<file path="src/rtl/regfile_pkg.sv">
// Shared constants, opcode map, FSM states and decode helper
// for the register file issue controller.
package regfile_pkg;

  localparam int XLEN = 64;
  localparam int NREG = 32;
  localparam int AW   = 5;

  localparam logic [6:0] OP_R    = 7'b0110011;
  localparam logic [6:0] OP_R32  = 7'b0111011;
  localparam logic [6:0] OP_I    = 7'b0010011;
  localparam logic [6:0] OP_I32  = 7'b0011011;
  localparam logic [6:0] OP_LD   = 7'b0000011;
  localparam logic [6:0] OP_JALR = 7'b1100111;
  localparam logic [6:0] OP_ST   = 7'b0100011;
  localparam logic [6:0] OP_BR   = 7'b1100011;
  localparam logic [6:0] OP_LUI  = 7'b0110111;
  localparam logic [6:0] OP_AUI  = 7'b0010111;
  localparam logic [6:0] OP_JAL  = 7'b1101111;

  typedef enum logic [1:0] {
    IDLE,
    READ,
    CHECK,
    OUT
  } state_e;

  typedef struct packed {
    logic uses_rs1;
    logic uses_rs2;
    logic writes_rd;
  } dec_t;

  function automatic dec_t decode(input logic [6:0] op);
    dec_t d;
    d = '0;
    case (op)
      OP_R, OP_R32:                 d = 3'b111;
      OP_I, OP_I32, OP_LD, OP_JALR: d = 3'b101;
      OP_ST, OP_BR:                 d = 3'b110;
      OP_LUI, OP_AUI, OP_JAL:       d = 3'b001;
      default:                      d = 3'b000;
    endcase
    return d;
  endfunction

endpackage

</file>
<file path="src/rtl/reg_scoreboard.sv">
// Pending-write busy bits; a set on the same index as a clear
// wins because the issuing writer is younger than the retiring one.
module reg_scoreboard
  import regfile_pkg::*;
(
  input  logic            clk,
  input  logic            rst_n,
  input  logic            set_en,
  input  logic [AW-1:0]   set_idx,
  input  logic            clr_en,
  input  logic [AW-1:0]   clr_idx,
  output logic [NREG-1:0] busy
);

  logic [NREG-1:0] busy_q, busy_d;

  always_comb begin
    busy_d = busy_q;
    if (clr_en) busy_d[clr_idx] = 1'b0;
    if (set_en) busy_d[set_idx] = 1'b1;
  end

  always_ff @(posedge clk) begin
    if (!rst_n) busy_q <= '0;
    else        busy_q <= busy_d;
  end

  assign busy = busy_q;

endmodule

</file>
<file path="src/rtl/regfile_issue_ctrl.sv">
// Decode-side issue controller: reads operands, blocks RAW/WAW
// hazards against the busy scoreboard and relays writeback.
module regfile_issue_ctrl
  import regfile_pkg::*;
(
  input  logic            clk,
  input  logic            rst_n,
  input  logic            in_valid,
  output logic            in_ready,
  input  logic [31:0]     in_instr,
  output logic            out_valid,
  input  logic            out_ready,
  output logic [31:0]     out_instr,
  output logic [XLEN-1:0] out_rs1_data,
  output logic [XLEN-1:0] out_rs2_data,
  output logic [AW-1:0]   rf_rs1_addr,
  output logic [AW-1:0]   rf_rs2_addr,
  input  logic [XLEN-1:0] rf_rs1_data,
  input  logic [XLEN-1:0] rf_rs2_data,
  input  logic            wb_valid,
  input  logic [AW-1:0]   wb_rd,
  input  logic [XLEN-1:0] wb_data,
  output logic [AW-1:0]   rf_wr_addr,
  output logic [XLEN-1:0] rf_wr_data,
  output logic            rf_regWr,
  output logic [NREG-1:0] busy
);

  state_e          state_q, state_d;
  logic [31:0]     instr_q, instr_d;
  logic [XLEN-1:0] rs1_q, rs1_d;
  logic [XLEN-1:0] rs2_q, rs2_d;

  dec_t          dec;
  logic [AW-1:0] rs1, rs2, rd;
  logic          need1, need2, need_rd;
  logic          fwd1, fwd2, fwd_rd;
  logic          haz1, haz2, haz_rd, hazard;
  logic          issue, set_en, clr_en;

  assign rs1 = instr_q[19:15];
  assign rs2 = instr_q[24:20];
  assign rd  = instr_q[11:7];

  always_comb begin
    dec     = decode(instr_q[6:0]);
    need1   = dec.uses_rs1 && (rs1 != '0);
    need2   = dec.uses_rs2 && (rs2 != '0);
    need_rd = dec.writes_rd && (rd != '0);
    fwd1    = wb_valid && (wb_rd == rs1);
    fwd2    = wb_valid && (wb_rd == rs2);
    fwd_rd  = wb_valid && (wb_rd == rd);
    haz1    = need1 && busy[rs1] && !fwd1;
    haz2    = need2 && busy[rs2] && !fwd2;
    haz_rd  = need_rd && busy[rd] && !fwd_rd;
    hazard  = haz1 || haz2 || haz_rd;
  end

  always_comb begin
    state_d = state_q;
    instr_d = instr_q;
    rs1_d   = rs1_q;
    rs2_d   = rs2_q;
    issue   = 1'b0;
    unique case (state_q)
      IDLE: begin
        if (in_valid) begin
          instr_d = in_instr;
          state_d = READ;
        end
      end
      READ: state_d = CHECK;
      CHECK: begin
        if (!hazard) begin
          issue   = 1'b1;
          rs1_d   = !need1 ? '0 :
                    fwd1   ? wb_data : rf_rs1_data;
          rs2_d   = !need2 ? '0 :
                    fwd2   ? wb_data : rf_rs2_data;
          state_d = OUT;
        end
      end
      OUT: begin
        if (out_ready) state_d = IDLE;
      end
      default: state_d = IDLE;
    endcase
  end

  always_ff @(posedge clk) begin
    if (!rst_n) begin
      state_q <= IDLE;
      instr_q <= '0;
      rs1_q   <= '0;
      rs2_q   <= '0;
    end else begin
      state_q <= state_d;
      instr_q <= instr_d;
      rs1_q   <= rs1_d;
      rs2_q   <= rs2_d;
    end
  end

  assign set_en = issue && need_rd;
  assign clr_en = wb_valid && (wb_rd != '0);

  reg_scoreboard u_sb (
    .clk     (clk),
    .rst_n   (rst_n),
    .set_en  (set_en),
    .set_idx (rd),
    .clr_en  (clr_en),
    .clr_idx (wb_rd),
    .busy    (busy)
  );

  assign in_ready     = (state_q == IDLE);
  assign out_valid    = (state_q == OUT);
  assign out_instr    = instr_q;
  assign out_rs1_data = rs1_q;
  assign out_rs2_data = rs2_q;
  assign rf_rs1_addr  = rs1;
  assign rf_rs2_addr  = rs2;
  assign rf_wr_addr   = wb_rd;
  assign rf_wr_data   = wb_data;
  assign rf_regWr     = clr_en;

endmodule

</file>
<file path="config.mk">
export PLATFORM = sky130hd
export DESIGN_NAME = regfile_issue_ctrl
export DESIGN_NICKNAME = d
export VERILOG_FILES = /design/src/rtl/regfile_pkg.sv /design/src/rtl/reg_scoreboard.sv /design/src/rtl/regfile_issue_ctrl.sv
export SDC_FILE = /design/constraint.sdc
export NUM_CORES = 1
export LEC_CHECK = 0
export CAP_MARGIN = 20
export CORE_AREA = 2 2 195 197
export CTS_BUF_LIST = sky130_fd_sc_hd__clkbuf_4 sky130_fd_sc_hd__clkbuf_8
export CTS_CLUSTER_DIAMETER = 80
export CTS_CLUSTER_SIZE = 16
export DETAILED_ROUTE_END_ITERATION = 16
export DIE_AREA = 0 0 197 199
export PLACE_DENSITY_LB_ADDON = 0.08
export SLEW_MARGIN = 20
export SYNTH_ARGS = -nofsm -noshare
export SYNTH_HDL_FRONTEND = slang
export SYNTH_SLANG_ARGS = --single-unit
</file>
<file path="constraint.sdc">
create_clock -name clk -period 3.6 [get_ports clk]
set_input_delay 0.54 -clock clk [delete_from_list [all_inputs] [get_ports clk]]
set_output_delay 0.54 -clock clk [all_outputs]
set_load 0.02 [all_outputs]
</file>
After elaboration in Yosys (flattened, before gate mapping)
Cells that the tools add are included.

Register bits: 194. Input port bits: 234. Output and inout port bits: 274. Word-level logic and storage cells: 91.

Magnitude comparators: 6. Equality and inequality tests: 20. Multiplexer cells: 23. Bitwise gates (word level): 4. Reductions and logical operators: 33.

Operator list (number): two-way mux 64 bit (4); two-way mux 32 bit (2); bitwise AND 32 bit (1); NOT 32 bit (1); bitwise OR 32 bit (1); == test 7 x 6 -> 1 bit (second input constant) (4); < comparator 5 x 6 -> 1 bit (second input constant) (4); == test 7 x 5 -> 1 bit (second input constant) (3); == test 7 bit (second input constant) (3); nonzero test 5 bit (4); logical AND 1 bit (16); binary-select mux 1 bit (select 5 bit) (3); == test 5 bit (3); one-hot mux 3 bit (4 select lines) (1); demux 1 bit (select 5 bit) (2); >= comparator 5 x 1 -> 1 bit (second input constant) (2); one-hot mux 2 bit (4 select lines) (1); == test 7 x 2 -> 1 bit (second input constant) (1); two-way mux 1 bit (7); two-way mux 2 bit (3); == test 2 bit (second input constant) (2); != test 2 bit (second input constant) (2); AND reduction 2 bit (2); OR reduction 2 bit (2); other kinds (9) (12).

Logic depth before layout (Yosys ltp)
Gate-level depths: netlist of the first run.

Word-level depth: 12. Gate-level depth with buffers: 12. Mapped depth without buffers: 7.

Modules after synthesis
From an unflattened synthesis of the first run, not the netlist that was laid out.

Cell total of the unflattened synthesis: 1513. Area total of the unflattened synthesis: 11496.0 um2.

By module, submodules not included: regfile_issue_ctrl (instances 1, cells an instance 1378, area an instance 10162.2 um2, sequential area each 3243.1 um2); reg_scoreboard (instances 1, cells an instance 135, area an instance 1333.8 um2, sequential area each 640.6 um2).

Worst setup path before layout of the first run
OpenSTA, ideal clock, no wires.

Kind: register -> register. Start: register instr_q[8], in the netlist out_instr[8]. End: register rs1_q[0], in the netlist out_rs1_data[0]. Data arrival time: 2.888 ns. Data required time: 3.484 ns. Slack: 0.596 ns. Stages on the path, launching flop included: 12. Path buffers: 4. Cells stage by stage: dfxtp_1 -> buf_2 -> mux4_2 -> mux2_2 -> o22a_1 -> o2111a_1 -> a2111oi_2 -> buf_4 -> buf_8 -> buf_8 -> mux2i_1 -> nor2b_1.

Word-level cells in the longest chain between the ends: 7.

RTL lines: start: declaration (RTL line regfile_issue_ctrl.sv:30) `logic [31:0] instr_q, instr_d;`; start signal: assignment (RTL line regfile_issue_ctrl.sv:98) `instr_q <= instr_d;`; binary-select mux 1 bit (select 5 bit) (tied with other cells) (RTL line regfile_issue_ctrl.sv:55) `haz_rd = need_rd && busy[rd] && !fwd_rd;`; two-way mux 1 bit (not written as such) (tied with other cells) (RTL line regfile_issue_ctrl.sv:55); logical AND 1 bit or logical NOT 1 bit (tied branches) (RTL line regfile_issue_ctrl.sv:55); logical AND 1 bit (*) (RTL line regfile_issue_ctrl.sv:55); logical OR 1 bit (*) (RTL line regfile_issue_ctrl.sv:56) `hazard = haz1 || haz2 || haz_rd;`; NOT 1 bit (no source line) (*); AND reduction 2 bit (no source line) (*); end signal: assignment (RTL line regfile_issue_ctrl.sv:99) `rs1_q <= rs1_d;`; end: declaration (RTL line regfile_issue_ctrl.sv:31) `logic [XLEN-1:0] rs1_q, rs1_d;`.

Every way passes the cells marked *; elsewhere a longest branch is shown, timed or not. The select of a mux whose other input is x is not followed. A chain may end at the register's enable or synchronous reset.

Final worst setup path of the first run
Start: register instr_q[8], in the netlist out_instr[8]. End: register rs1_q[25], in the netlist out_rs1_data[25].

Same word-level chain as after synthesis.

==> results.sh, run 1 <==
export IMPL_p_sw_share_pct=33.6
export IMPL_syn_num_nets=1595
export IMPL_fmax_mhz=308
export IMPL_start_util_pct=29.9
export IMPL_design_area_mm2=0.0164
export IMPL_clk_latency_ps=500
export IMPL_post_route_drc_count=0
export IMPL_pwr_share_seq_pct=41.6
export IMPL_dr_pass1_iters=5
export IMPL_routed_via_density=4.85
export IMPL_cts_buffers=17
export IMPL_portBuffers=507
export IMPL_reg2regPathDepth=9
export IMPL_worstMarginPinSlew_ps=909
export IMPL_drt_iter0_drc=627
export IMPL_dpl_cell_area_mm2=0.0161
export IMPL_endpoint_kind="flip-flop"
export IMPL_synth_common_cells="333 x nand2_1, 194 x dfxtp_1, 137 x mux2i_1, 132 x a21oi_1, 132 x nor2b_1"
export IMPL_synth_cells=1358
export IMPL_whs_endpoint="out_instr[12]"
export IMPL_hold_path_depth=2
export IMPL_power_switching_uw=1890
export IMPL_clock_path_buffers=2
export IMPL_cp_slowest_cell="mux4_2"
export IMPL_clkPwrFrac_pct=25.8
export IMPL_p_leak_uw=0.00567
export IMPL_peakVddDrop_mv=0.234
export IMPL_p_int_uw=3730
export IMPL_grt_overflow=0
export IMPL_synthTopCellsByArea="dfxtp_1 35%, mux2i_1 12%, nand2_1 11%"
export IMPL_critPathMaxStageDelay_ps=540
export IMPL_cp_arrival_ps=3640
export IMPL_clk_pin_slew_ps=100
export IMPL_cp_common_cell="buf_4"
export IMPL_yosysUniqueCellTypes=52
export IMPL_crit_type="reg2reg"
export IMPL_p_comb_share_pct=32.6
export IMPL_avgRoutedWirePerCell_um=20.7
export IMPL_cts_hold_buf=0
export IMPL_ys_warnings_count=0
export IMPL_rr_startpoint="out_instr[8]"
export IMPL_min_period_over_period_pct=90.3
export IMPL_ant_nets=0
export IMPL_path_max_fanout=20
export IMPL_die_w_um=197
export IMPL_min_delay_start="out_instr[12]"
export IMPL_rows=71
export IMPL_ys_flop_type="dfxtp_1"
export IMPL_areaGrowthSynthToFinish_pct=48.2
export IMPL_post_cts_resized=0
export IMPL_wl_met3_mm=3.02
export IMPL_required_ps=3990
export IMPL_setup_viol=0
export IMPL_fillerInstances=3764
export IMPL_synthMostInstantiatedCell="nand2_1"
export IMPL_cap_violations=0
export IMPL_cts_sinks=194
export IMPL_fp_coreArea_mm2=0.0371
export IMPL_grt_first_pass_wirelength_mm=66.4
export IMPL_cts_root_buf="clkbuf_8"
export IMPL_yosysSeqAreaShare_pct=35.0
export IMPL_routed_wl_mm=46.1
export IMPL_min_path_type="reg2reg"
export IMPL_post_cts_setup_buffers=0
export IMPL_ios=508
export IMPL_synth_top_area_share_pct=35.0
export IMPL_wl_met2_mm=22.2
export IMPL_yosysTopAreaCell="dfxtp_1"
export IMPL_hpwl_mm=33.4
export IMPL_hold_viol_final=0
export IMPL_synth_area_mm2=0.0111
export IMPL_n_antenna_cell=0
export IMPL_grt_usage_pct=22.4
export IMPL_cp_cell_sequence="buf_4 -> mux4_2 -> o22a_1 -> o2111a_1 -> a2111oi_4 -> buf_4 -> buf_12 -> mux2i_1 -> nor2b_1"
export IMPL_cts_htree_levels=4
export IMPL_power_density_mw_per_mm2=342
export IMPL_setup_tns_ps=0
export IMPL_placed_cells=2193
export IMPL_final_nets=1975
export IMPL_avgSynthCellArea_um2=8.16
export IMPL_wl_met1_mm=19.8
export IMPL_r2r_slack_ps=350
export IMPL_vias=10800
export IMPL_relSlewSlack_pct=39.3
export IMPL_cts_tree="built"
export IMPL_worstSetupStartpointType="flip-flop"
export IMPL_antenna_found_initial=0
export IMPL_rsz0062_at_grt="false"
export IMPL_status="finished clean"
export IMPL_place_congestion=0.921
export IMPL_synth_seq_cells=194
export IMPL_regToRegEndpoint="out_rs1_data[25]"
export IMPL_slew_violations=0
export IMPL_final_core_util_pct=44.2
export IMPL_grt_max_degree=82
export IMPL_die_height_um=199
export IMPL_stdcell_count=2224
export IMPL_power_uw=5610
export IMPL_async_reset_ff_share_pct=0
export IMPL_top_layer="met4"
export IMPL_grt_pass1_vias=10300
export IMPL_die_area_mm2=0.0392
export IMPL_min_period_ps=3250
export IMPL_drive_above_1_share_pct=6.23
export IMPL_finClkSkew_ps=27.7
export IMPL_synth_edff_count=0
cell usage in the layout, fill, tap and decap left out, types with 12 or more instances in the layout:
| cell | instances |
|---|---|
| a21boi_0 | 38 |
| dfxtp_1 | 194 |
| mux2i_1 | 137 |
| clkdlybuf4s50_1 | 506 |
| a21oi_1 | 132 |
| nand3_1 | 12 |
| nor2b_1 | 132 |
| clkbuf_8 | 20 |
| o211ai_1 | 17 |
| nand2_1 | 333 |
| o21ai_0 | 32 |
| xor2_1 | 12 |
| nor2_1 | 15 |
| mux4_2 | 21 |
| buf_4 | 36 |
power by group through the flow:
stage | combinational (uW) | sequential (uW) | clock, uW
detailed placement | 1840 | 2390 | 0
CTS | 1840 | 2340 | 1510
global placement | 1840 | 2390 | 0
floorplan | 1100 | 2390 | 0
global route | 1950 | 2360 | 1590
finish | 1830 | 2340 | 1450
per-stage QoR:
stage                     worst slack [ps]  hold WS, ps
final                                  351          468
after global routing                   154          492
after CTS                              341          471
after detailed placement               199          458
after global placement                 225          453
after floorplan                        596          468
cell type report:
class | instances | area, um^2 | share of cell area [%]
Sequential cell | 194 | 3880 | 23.6
Clock inverter | 8 | 80.1 | 0.487
Tap cell | 474 | 593 | 3.61
Timing Repair Buffer | 547 | 5440 | 33.1
Multi-Input combinational cell | 972 | 6120 | 37.2
Clock buffer | 23 | 298 | 1.81
Inverter | 6 | 22.5 | 0.137
state kept, by name (all words and copies together) (netlist names):
signal / count
out_rs2_data: 64
out_instr: 32
out_rs1_data: 64
state_q: 2
u_sb.busy: 32
metal layers:
layer / GRT usage [%] / vias to the layer above
li1: - / 5255
met1: 28.6 / 5075
met2: 37.5 / 408
met3: 5.10 / 50
met4: 7.46 / 0
met5: 0 / -
worst max-delay path, delay by kind of cell (launching register included):
kind | cells | cell delay, ps
buffers and inverters | 3 | 890
multiplexers | 2 | 750
AO/OA/AOI/OAI | 3 | 910
AND/OR/NAND/NOR | 1 | 60
flip-flops | 1 | 500
cells by family (layout without fill, tap and decap cells):
logic type | after synthesis | in the layout | synth area share (%)
buffers and inverters | 192 | 584 | 10.1
adders and majority gates | 3 | 3 | 0.339
xor gates and xnor gates | 15 | 15 | 1.19
muxes | 160 | 160 | 16.8
AOI/OAI and AO/OA | 249 | 249 | 13.4
and+or+nand+nor | 545 | 545 | 23.0
DFF | 194 | 194 | 35.0
how the worst max path moves through the flow:
stage                 startpoint                to  slack, ps
global route        out_instr[8]  out_rs1_data[38]        150
detailed placement      wb_rd[4]  out_rs2_data[38]        200
global placement        wb_rd[2]  out_rs1_data[25]        230
floorplan           out_instr[8]   out_rs1_data[0]        600
CTS                 out_instr[8]  out_rs2_data[38]        340
finish              out_instr[8]  out_rs1_data[25]        350
No activity file was read; power rests on OpenSTA's default activity.
==> run 2, diff against run 1 <==
Settings changed: CORE_AREA 2 2 195 197 to 2 2 197 199, DIE_AREA 0 0 197 199 to 0 0 199 201, SYNTH_HIERARCHICAL set to 1.
==> results.sh, run 2 <==
export IMPL_status="finished clean"
export IMPL_worstMarginPinSlew_ps=954
export IMPL_cts_sinks=194
export IMPL_ios=508
export IMPL_relSlewSlack_pct=36.2
export IMPL_final_common_cell="clkdlybuf4s50_1"
export IMPL_synth_cells=1513
export IMPL_post_route_drc_count=0
export IMPL_vias=12500
export IMPL_areaGrowthSynthToFinish_pct=44.9
export IMPL_routed_via_density=5.16
export IMPL_synth_seq_cells=194
export IMPL_yosysTopAreaCell="dfxtp_1"
export IMPL_area_sequential_mm2=0.00388
export IMPL_clk_latency_ps=510
export IMPL_final_nets=2123
export IMPL_cts_root_buf="clkbuf_8"
export IMPL_min_path_type="reg2reg"
export IMPL_synthMostInstantiatedCell="nand2_1"
export IMPL_synth_edff_count=0
export IMPL_stdcell_count=2420
export IMPL_cp_arrival_ps=2700
export IMPL_synth_fa_ha_area_share_pct=0.327
export IMPL_clock_path_buffers=2
export IMPL_power_uw=5830
export IMPL_synth_area_mm2=0.0115
export IMPL_start_util_pct=30.2
export IMPL_rsz0062_at_grt="false"
export IMPL_yosysUniqueCellTypes=61
export IMPL_die_height_um=201
export IMPL_setup_tns_ps=0
export IMPL_min_period_ps=3240
export IMPL_cts_tree="built"
export IMPL_path_max_fanout=9
export IMPL_synth_xor_area_share_pct=1.14
export IMPL_setup_viol=0
export IMPL_async_reset_ff_share_pct=0
export IMPL_min_period_over_period_pct=90.0
export IMPL_drt_iter0_drc=775
export IMPL_grt_max_degree=130
export IMPL_synth_compound_area_share_pct=23.4
export IMPL_p_leak_uw=0.00565
export IMPL_portBuffers=507
export IMPL_dr_pass1_iters=5
export IMPL_finClkSkew_ps=18.0
export IMPL_final_cell_mix="507 x clkdlybuf4s50_1, 347 x nand2_1, 293 x a21oi_1"
export IMPL_synth_top_family_by_area="compound AO/OA/AOI/OAI gates"
export IMPL_grt_usage_pct=24.6
export IMPL_crit_type="in2out"
export IMPL_syn_num_nets=1750
export IMPL_fp_coreArea_mm2=0.0381
export IMPL_synth_common_cells="348 x nand2_1, 293 x a21oi_1, 194 x dfxtp_1, 137 x nand3_1, 130 x o21ai_0"
export IMPL_drive_above_1_share_pct=7.16
export IMPL_avgSynthCellArea_um2=7.60
export IMPL_synthTopCellsByArea="dfxtp_1 34%, a21oi_1 13%, nand2_1 11%"
export IMPL_synth_top_area_share_pct=33.8
export IMPL_yosysSeqAreaShare_pct=33.8
export IMPL_peakVddDrop_mv=0.239
export IMPL_worstSetupStartpointType="input port"
export IMPL_hold_viol_final=0
export IMPL_grt_pass1_vias=12000
export IMPL_yosys_area_share_simple_pct=21.6
export IMPL_power_density_mw_per_mm2=350
export IMPL_place_congestion=0.879
export IMPL_grt_overflow=0
export IMPL_required_ps=3060
export IMPL_post_cts_resized=0
export IMPL_cts_buffers=17
export IMPL_avgRoutedWirePerCell_um=21.2
export IMPL_hpwl_mm=35.6
export IMPL_slew_violations=0
export IMPL_grt_first_pass_wirelength_mm=75.0
export IMPL_fmax_mhz=309
export IMPL_synthMuxAreaShare_pct=5.13
export IMPL_cts_htree_levels=4
export IMPL_cts_hold_buf=0
export IMPL_placed_cells=2385
export IMPL_antenna_found_initial=5
export IMPL_cap_violations=0
export IMPL_die_area_mm2=0.0400
export IMPL_die_w_um=199
export IMPL_fillerInstances=3908
export IMPL_endpoint_kind="output pin"
export IMPL_post_cts_setup_buffers=0
export IMPL_multi_input_area_mm2=0.00599
export IMPL_ys_flop_type="dfxtp_1"
export IMPL_ant_nets=0
export IMPL_routed_wl_mm=51.2
export IMPL_ys_warnings_count=6
export IMPL_rows=72
export IMPL_clk_pin_slew_ps=110
-- run 2: changes by cell type in the layout (fill, tap and decap cells not counted), sizes merged, moves of 7 or more --
cell and delta:
nand3 +121, a32o +16, o21ai +116, nor3b +7
a21boi -47, mux2i -122, a21oi +161, nand2 +15
nor2b -128, buf +19
-- run 2: routing by layer --
layer  vias up  GRT usage, %  wire length, um
met5         -             0               16
met4         2          8.88             1350
met3        77          6.80             4370
met2       545          39.7            23900
met1      5922          31.3            21600
li1       5948             -                -
-- run 2: layout make-up --
cell class              count  area share [%]
inverters                   8           0.195
clock inverters            10           0.736
multi-input cells        1098            36.0
diodes                      3          0.0451
flip-flops and latches    194            23.3
repair buffers            567            34.1
well taps                 518            3.89
clock buffers              22            1.74
-- run 2: metrics by stage --
stage	util (%)	worst slack [ps]	hold slack [ps]	area [um^2]
after global placement	42.6	217	441	16200
after floorplan	-	416	468	11500
after detailed placement	42.6	201	449	16200
final	43.7	360	463	16700
after CTS	43.7	336	462	16600
after global routing	43.7	112	487	16600
-- run 2: critical path, cell delays in order --
cell             delay [ps]
clkdlybuf4s50_1         480
buf_4                   190
buf_4                   160
or4_1                   460
o21a_1                  280
clkdlybuf4s50_1         590
-- run 2: power breakdown --
group	total (uW)	leakage [uW]	switching (uW)	internal, uW
Combinational	1930	0.00388	1120	811
Clock	1540	0.000203	849	694
Sequential	2350	0.00157	140	2210
Total	5830	0.00565	2110	3720
-- run 2: worst paths after layout --
path	start	endpoint	slack, ps	cells past startpoint
min	out_instr[28]	out_instr[28]	460	2
max	wb_rd[3]	rf_regWr	360	6
min reg2reg	out_instr[28]	out_instr[28]	460	2
max reg2reg	out_instr[21]	u_sb/busy[14]	370	10
-- run 2: cell families (layout without fill, tap and decap cells) --
group / Yosys count / in the layout
simple gates: 552 / 552
other cells: 0 / 3
compound gates: 492 / 492
flops: 194 / 194
fa+ha+maj: 3 / 3
buf+inv: 221 / 607
xor+xnor: 15 / 15
mux: 36 / 36
